File: src/rtl/vga_pkg.sv
// Shared VGA timing defaults, pixel/coordinate types and the colour-bar table.
package vga_pkg;

    localparam int H_ACTIVE_DEF = 640;
    localparam int H_FP_DEF     = 16;
    localparam int H_SYNC_DEF   = 96;
    localparam int H_BP_DEF     = 48;
    localparam int H_TOTAL_DEF  = H_ACTIVE_DEF + H_FP_DEF + H_SYNC_DEF + H_BP_DEF;

    localparam int V_ACTIVE_DEF = 480;
    localparam int V_FP_DEF     = 10;
    localparam int V_SYNC_DEF   = 2;
    localparam int V_BP_DEF     = 33;
    localparam int V_TOTAL_DEF  = V_ACTIVE_DEF + V_FP_DEF + V_SYNC_DEF + V_BP_DEF;

    typedef struct packed {
        logic [2:0] r;
        logic [2:0] g;
        logic [1:0] b;
    } rgb332_t;

    typedef logic signed [10:0] coord_t;

    // Left-to-right bar order of the built-in test pattern, RRRGGGBB.
    localparam logic [7:0] BAR_COLOURS [0:7] = '{
        8'hFF, 8'hFC, 8'h1F, 8'h1C, 8'hE3, 8'hE0, 8'h03, 8'h00
    };

endpackage

File: src/rtl/vga_delay_line.sv
// WIDTH x DEPTH shift register whose taps clear asynchronously to CLR_VAL.
module vga_delay_line #(
    parameter int               WIDTH   = 3,
    parameter int               DEPTH   = 2,
    parameter logic [WIDTH-1:0] CLR_VAL = '0
) (
    input  logic             clk,
    input  logic             reset,
    input  logic [WIDTH-1:0] din,
    output logic [WIDTH-1:0] dout
);

    logic [WIDTH-1:0] taps [DEPTH];

    always_ff @(posedge clk or posedge reset) begin
        if (reset) begin
            for (int i = 0; i < DEPTH; i++) taps[i] <= CLR_VAL;
        end else begin
            taps[0] <= din;
            for (int i = 1; i < DEPTH; i++) taps[i] <= taps[i-1];
        end
    end

    assign dout = taps[DEPTH-1];

endmodule

File: src/rtl/vga_out_stage.sv
// 640x480@60 timing generator and DAC output register with sync/blank aligned to
// the drawing pipeline. Optional colour bars under macro VGA_TEST_PATTERN_EN.
module vga_out_stage
    import vga_pkg::*;
#(
    parameter int H_ACTIVE   = H_ACTIVE_DEF,
    parameter int H_FP       = H_FP_DEF,
    parameter int H_SYNC     = H_SYNC_DEF,
    parameter int H_BP       = H_BP_DEF,
    parameter int V_ACTIVE   = V_ACTIVE_DEF,
    parameter int V_FP       = V_FP_DEF,
    parameter int V_SYNC     = V_SYNC_DEF,
    parameter int V_BP       = V_BP_DEF,
    parameter int PIPE_DELAY = 2
) (
    input  logic               clk,
    input  logic               reset,
    output logic signed [10:0] pixelX,
    output logic signed [10:0] pixelY,
    output logic               startOfFrame,
    input  logic [7:0]         RGBIn,
    input  logic               testPattern,
    output logic [3:0]         vgaR,
    output logic [3:0]         vgaG,
    output logic [3:0]         vgaB,
    output logic               hSync,
    output logic               vSync,
    output logic               blankN
);

    localparam int H_TOTAL = H_ACTIVE + H_FP + H_SYNC + H_BP;
    localparam int V_TOTAL = V_ACTIVE + V_FP + V_SYNC + V_BP;

    localparam logic [10:0] H_LAST   = 11'(H_TOTAL - 1);
    localparam logic [10:0] V_LAST   = 11'(V_TOTAL - 1);
    localparam logic [10:0] H_ACT    = 11'(H_ACTIVE);
    localparam logic [10:0] V_ACT    = 11'(V_ACTIVE);
    localparam logic [10:0] HS_START = 11'(H_ACTIVE + H_FP);
    localparam logic [10:0] HS_END   = 11'(H_ACTIVE + H_FP + H_SYNC);
    localparam logic [10:0] VS_START = 11'(V_ACTIVE + V_FP);
    localparam logic [10:0] VS_END   = 11'(V_ACTIVE + V_FP + V_SYNC);

    function automatic logic [3:0] expand3(input logic [2:0] c);
        return {c, c[2]};
    endfunction

    function automatic logic [3:0] expand2(input logic [1:0] c);
        return {c, c};
    endfunction

    logic [10:0] hCnt;
    logic [10:0] vCnt;

    always_ff @(posedge clk or posedge reset) begin
        if (reset) begin
            hCnt         <= '0;
            vCnt         <= '0;
            pixelX       <= '0;
            pixelY       <= '0;
            startOfFrame <= 1'b0;
        end else begin
            if (hCnt == H_LAST) begin
                hCnt <= '0;
                vCnt <= (vCnt == V_LAST) ? 11'd0 : vCnt + 11'd1;
            end else begin
                hCnt <= hCnt + 11'd1;
            end
            pixelX       <= coord_t'(hCnt);
            pixelY       <= coord_t'(vCnt);
            startOfFrame <= (hCnt == 11'd0) && (vCnt == 11'd0);
        end
    end

    // ---- stage 0: decode of the coordinate currently on pixelX/pixelY ----
    logic [10:0] x_p0;
    logic [10:0] y_p0;
    logic        act_p0;
    logic        hs_p0;
    logic        vs_p0;

    assign x_p0   = pixelX;
    assign y_p0   = pixelY;
    assign act_p0 = (x_p0 < H_ACT) && (y_p0 < V_ACT);
    assign hs_p0  = !((x_p0 >= HS_START) && (x_p0 < HS_END));
    assign vs_p0  = !((y_p0 >= VS_START) && (y_p0 < VS_END));

    // ---- stage 1: controls delayed by PIPE_DELAY to meet RGBIn ----
    logic act_p1;
    logic hs_p1;
    logic vs_p1;

    vga_delay_line #(
        .WIDTH  (3),
        .DEPTH  (PIPE_DELAY),
        .CLR_VAL(3'b011)
    ) u_ctrl_dly (
        .clk  (clk),
        .reset(reset),
        .din  ({act_p0, hs_p0, vs_p0}),
        .dout ({act_p1, hs_p1, vs_p1})
    );

    rgb332_t pix_p1;
    rgb332_t sel_p1;

    assign pix_p1 = RGBIn;

`ifdef VGA_TEST_PATTERN_EN
    localparam logic [10:0] BAR_W = 11'(H_ACTIVE / 8);

    logic [10:0] x_p1;
    logic [10:0] bar_q;
    logic [2:0]  bar_idx;

    vga_delay_line #(
        .WIDTH  (11),
        .DEPTH  (PIPE_DELAY),
        .CLR_VAL(11'd0)
    ) u_x_dly (
        .clk  (clk),
        .reset(reset),
        .din  (x_p0),
        .dout (x_p1)
    );

    assign bar_q   = x_p1 / BAR_W;
    assign bar_idx = (bar_q > 11'd7) ? 3'd7 : bar_q[2:0];
    assign sel_p1  = testPattern ? rgb332_t'(BAR_COLOURS[bar_idx]) : pix_p1;
`else
    logic unused_test_pattern;

    assign unused_test_pattern = testPattern;
    assign sel_p1              = pix_p1;
`endif

    // ---- stage 2: output register, colour forced dark outside the active area ----
    always_ff @(posedge clk or posedge reset) begin
        if (reset) begin
            vgaR   <= '0;
            vgaG   <= '0;
            vgaB   <= '0;
            hSync  <= 1'b1;
            vSync  <= 1'b1;
            blankN <= 1'b0;
        end else begin
            blankN <= act_p1;
            hSync  <= hs_p1;
            vSync  <= vs_p1;
            if (act_p1) begin
                vgaR <= expand3(sel_p1.r);
                vgaG <= expand3(sel_p1.g);
                vgaB <= expand2(sel_p1.b);
            end else begin
                vgaR <= '0;
                vgaG <= '0;
                vgaB <= '0;
            end
        end
    end

endmodule

File: config.mk
export PLATFORM = sky130hd
export DESIGN_NAME = vga_out_stage
export DESIGN_NICKNAME = d
export VERILOG_FILES = /design/src/rtl/vga_pkg.sv /design/src/rtl/vga_delay_line.sv /design/src/rtl/vga_out_stage.sv
export SDC_FILE = /design/constraint.sdc
export NUM_CORES = 1
export LEC_CHECK = 0
export CAP_MARGIN = 0
export CORE_UTILIZATION = 49
export CTS_CLUSTER_SIZE = 10
export DETAILED_ROUTE_END_ITERATION = 16
export HOLD_SLACK_MARGIN = 0.06
export PLACE_DENSITY_LB_ADDON = 0.05
export SETUP_SLACK_MARGIN = 0.2
export SKIP_CTS_REPAIR_TIMING = 1
export SLEW_MARGIN = 20
export SYNTH_ARGS = -nofsm -noshare
export SYNTH_HDL_FRONTEND = slang
export SYNTH_SLANG_ARGS = --single-unit
File: constraint.sdc
create_clock -name clk -period 1.9 [get_ports clk]
set_input_delay 0.19 -clock clk [delete_from_list [all_inputs] [get_ports clk]]
set_output_delay 0.19 -clock clk [all_outputs]
set_load 0.01 [all_outputs]
# Word level (Yosys, flattened, before mapping)
# Index checks and enable logic that the tools add are counted.
word_totals:
  reg_bits: 66
  word_cells: 36
  out_inout_bits: 38
op_classes:
  n_mux: 5
  reduce_logical: 8
  eq_ne: 2
  order_cmp: 6
  n_addsub: 2
ops:
  columns: ["operator", "count"]
  rows:
  - ["$add A11 B1 Y11 const B", 2]
  - ["$eq A11 B10 Y1 const B", 2]
  - ["$logic_not A11 Y1", 2]
  - ["$lt A11 B10 Y1 const B", 2]
  - ["$lt A11 B9 Y1 const B", 2]
  - ["$mux W11", 2]
  - ["$mux W4", 3]
  - ["$ge A11 B10 Y1 const B", 1]
  - ["$ge A11 B9 Y1 const B", 1]
  - ["$logic_and A1 B1 Y1", 4]
  - ["$logic_not A1 Y1", 2]

# Longest topological paths before layout
depth:
  word_depth: 3
  ltp_mapped: 6

# Modules after synthesis
# From an unflattened synthesis, not the netlist that was laid out.
hier_totals:
  hier_cells: 177
  area_unflattened_um2: 2293.4
by_module_without_submodules:
  columns: ["module", "area_per_inst_um2", "cells_each", "instances"]
  rows:
  - ["vga_out_stage", 2112.0, 167, 1]
  - ["vga_delay_line", 181.4, 10, 1]

# Worst setup path before layout
# Ideal clock, no wire load.
synth_timing:
  path_kind: "reg2reg"
  start: "register hCnt[5]"
  end: "register vCnt[6]"
  setup_time_ps: 123
  t_required_ps: 1777
  path_buffers: 1
  slack_ps: 187
  arrival_ps: 1590
  path_stages_with_launch: 6
  period_less_slack_ps: 1713
  cell_sequence: "dfrtp_1 or4_4 nor3_4 buf_6 nand4_1 xnor2_1"
synth_via:
  elab_chain_cells: 1
synth_lines:
  columns: ["element", "line", "text"]
  rows:
  - ["from (decl)", "vga_out_stage.sv:51", "logic [10:0] hCnt;"]
  - ["from (signal assigned)", "vga_out_stage.sv:66", "hCnt <= hCnt + 11'd1;"]
  - ["$eq A11 B10 Y1", "vga_out_stage.sv:62", "if (hCnt == H_LAST) begin"]
  - ["to (signal assigned)", "vga_out_stage.sv:64", "vCnt <= (vCnt == V_LAST) ? 11'd0 : vCnt + 11'd1;"]
  - ["to (decl)", "vga_out_stage.sv:52", "logic [10:0] vCnt;"]
# No other way between the ends.
# A chain may end at the register's enable or synchronous reset.

# Worst setup path after layout
layout_timing:
  start: "register hCnt[5]"
  end: "register vCnt[10]"
# The elaborated chain is that of the path after synthesis.

==> flow_summary.yaml <==
die:
  initial_core_util: 0.515
  fp-row-count: 24
  die_area_sq_mm: 0.00491
  io_pins: 49
  die_w_um: 70.1
  die_height_um: 70.1
  core_area_sq_mm: 0.00441
cells_and_area:
  syn_to_final_growth_pct: 34.4
  fin_nets: 247
  antennaDiodeCount: 0
  layout-drive-gt1-share: 0.143
  num-fill-cells: 327
  fin_cells: 289
hold_path:
  worstHoldPathType: "in -> async"
routing:
  wirelength_um: 4100
  ant_nets: 0
  dr.pass1.iters: 4
  route.detailed.drc: 0
  drt_iter0_markers: 49
  via_per_inst: 5.22
  avgRoutedWirePerCell_um: 14.2
  vias: 1509
clock_network:
  cts_sinks: 62
  cts.htree.levels: 3
  cts_made_buffers: 9
  cts.reportedPaths.clkPinSlew_ps: 70
  clk_path_buf_depth: 2
  clkLatencyLatePin_ps: 330
  cts_tree: "done"
  cts_root_buffer: "clkbuf_8"
logic_synthesis:
  synth_seq_cells: 62
  syn_area_sq_mm: 0.00227
  avgSynthCellArea_sq_um: 13.2
  yosysUniqueCellTypes: 33
  synth_fp_nets: 187
  synthCells: 172
  synth_seq_area_share: 0.686
  synth_warnings: 0
placed_design:
  place_inst: 268
  pre_cts_slack_ps: 167
  port-buffer-count: 47
  place.gp.congestion: 0.769
  dp.final_hpwl_um: 2740
timing:
  skew_ps: 10.7
  drv_slew: 0
  finalWorstSetupSlack_ps: 204
  hold_violations: 0
  worstMarginPinSlew_ps: 369
  setup_viol: 0
  period_needed_ps: 1700
  max_slew_margin: 0.753
  fmax_mhz: 590
  setup_tns_ps: 0
  fin_crit_sh: 0.893
  grt_setup_unrepaired: "yes"
worst_setup_path:
  critPathArrivalTime_ps: 1910
  crit_required_ps: 2110
  path_cells: "or4_4 -> nor3_4 -> buf_12 -> nand4_1 -> xnor2_1"
  cp_slowest_stage_delay_ps: 560
  path_buf_inv: 1
  critPathKind: "reg -> reg"
  crit_fanout: 11
  startpoint_type: "register"
  critPathCaptureType: "register"
  crit_path_top_delay_cell: "or4_4"
  cp_top_family: "simple AND/OR/NAND/NOR gates"
run_status:
  status: "finished clean"
run:
  maxCapViolations: 0
global_routing:
  antenna_found_initial: 0
  grt_pass1_wl_um: 6800
  grt_usage: 0.183
  grt_max_degree: 47
  grt_pass1_vias: 1456
  overflow: 0
pwr:
  peakVddDrop_uv: 568
  leakage_nw: 1.40
  p_per_area_mw_per_mm2: 789
==> layer usage <==
| metal | track usage | share of wire | vias up |
|---|---|---|---|
| met5 | 0 | 0 | - |
| met4 | 0.0800 | 0.016 | 0 |
| met3 | 0.0635 | 0.052 | 6 |
| met2 | 0.283 | 0.49 | 47 |
| met1 | 0.233 | 0.44 | 743 |
| li1 | - | - | 713 |
==> where the power goes <==
group / switching, W / leakage, nW / internal, W
Clock: 0.000448 / 0.0877 / 0.000545
Combinational: 0.0000390 / 0.526 / 0.0000463
Sequential: 0.00000277 / 0.785 / 0.00133
==> layout by cell type (no fill, tap or decap), types with 2 or more instances in the layout <==
cell,instances
o21ai_0,5
dfrtp_2,2
a31oi_1,4
nor4_1,3
dfstp_2,6
xnor2_1,8
and4_1,2
dfrtp_1,54
and3_1,5
nand2_1,6
clkdlybuf4s50_1,47
buf_12,2
xor2_1,5
nor2_1,6
clkbuf_1,4
nand3_1,12
nand4_1,7
inv_1,7
and2_1,9
ha_1,3
a21oi_1,3
buf_4,6
clkbuf_8,11
or3_1,2
nor3_1,3
==> cell usage after synthesis (all sizes together) <==
master,count,share of area
or4,2,0.0083
a31oi,4,0.011
nand4,7,0.019
nor2b,1,0.0028
or3,2,0.0055
nand4bb,1,0.0050
and3,5,0.014
o21ai,5,0.011
nor4b,2,0.0077
mux2i,1,0.0044
dfstp,6,0.069
nand3,12,0.026
buf,6,0.020
clkbuf,1,0.0017
xor2,5,0.019
dfrtp,56,0.62
nor4bb,1,0.0044
nor3,4,0.014
inv,8,0.013
a21oi,3,0.0066
nand2b,1,0.0028
and4,2,0.0077
nand2,6,0.0099
xnor2,8,0.031
nor2,6,0.0099
nand3b,1,0.0033
nor4,3,0.0083
and2,9,0.025
ha,4,0.022
==> final timing paths <==
path | startpoint | end | slack, ps | depth (start not counted)
min | reset | vgaR[2] | 210 | 2
max in group asynchronous | reset | u_ctrl_dly.taps[4] | 1130 | 3
min reg2reg | u_ctrl_dly.taps[5] | u_ctrl_dly.dout[2] | 350 | 0
max reg2reg | hCnt[5] | vCnt[10] | 200 | 5
max | hCnt[5] | vCnt[10] | 200 | 5
min in group clk | u_ctrl_dly.taps[5] | u_ctrl_dly.dout[2] | 350 | 0
==> state kept, by name (all words and copies together) (netlist names), 2 cells and up <==
signal	flops
hCnt	11
pixelX	11
pixelY	11
u_ctrl_dly.dout	3
u_ctrl_dly.taps	3
vCnt	11
vgaB	2
vgaG	3
vgaR	3
==> cell type report <==
type / instances / area [sq um] / area share
well taps: 52 / 65.1 / 0.0213
flip-flops and latches: 62 / 1560 / 0.511
clock inverters: 1 / 5.00 / 0.00164
clock buffers: 15 / 166 / 0.0545
multi-input cells: 95 / 642 / 0.210
repair buffers: 56 / 581 / 0.190
inverters: 8 / 33.8 / 0.0111
==> through the flow <==
step / power [W] / utilization / hold slack [ps] / area, sq um
CTS: 0.00244 / 0.677 / 212 / 2990
global route: 0.00251 / 0.692 / 231 / 3050
finish: 0.00241 / 0.692 / 207 / 3050
global placement: 0.00144 / 0.638 / 333 / 2820
detailed placement: 0.00144 / 0.638 / 341 / 2820
floorplan: 0.00140 / - / 306 / 2280
==> cell families (layout without fill, tap and decap cells) <==
group | after synthesis | after routing | share of synthesized area
simple gates | 65 | 65 | 0.173
buf+inv | 15 | 80 | 0.0352
flops | 62 | 62 | 0.686
xor+xnor | 13 | 13 | 0.0501
fa+ha+maj | 4 | 4 | 0.0220
mux | 1 | 1 | 0.00441
compound gates | 12 | 12 | 0.0286
(Power assumes the default switching activity.)
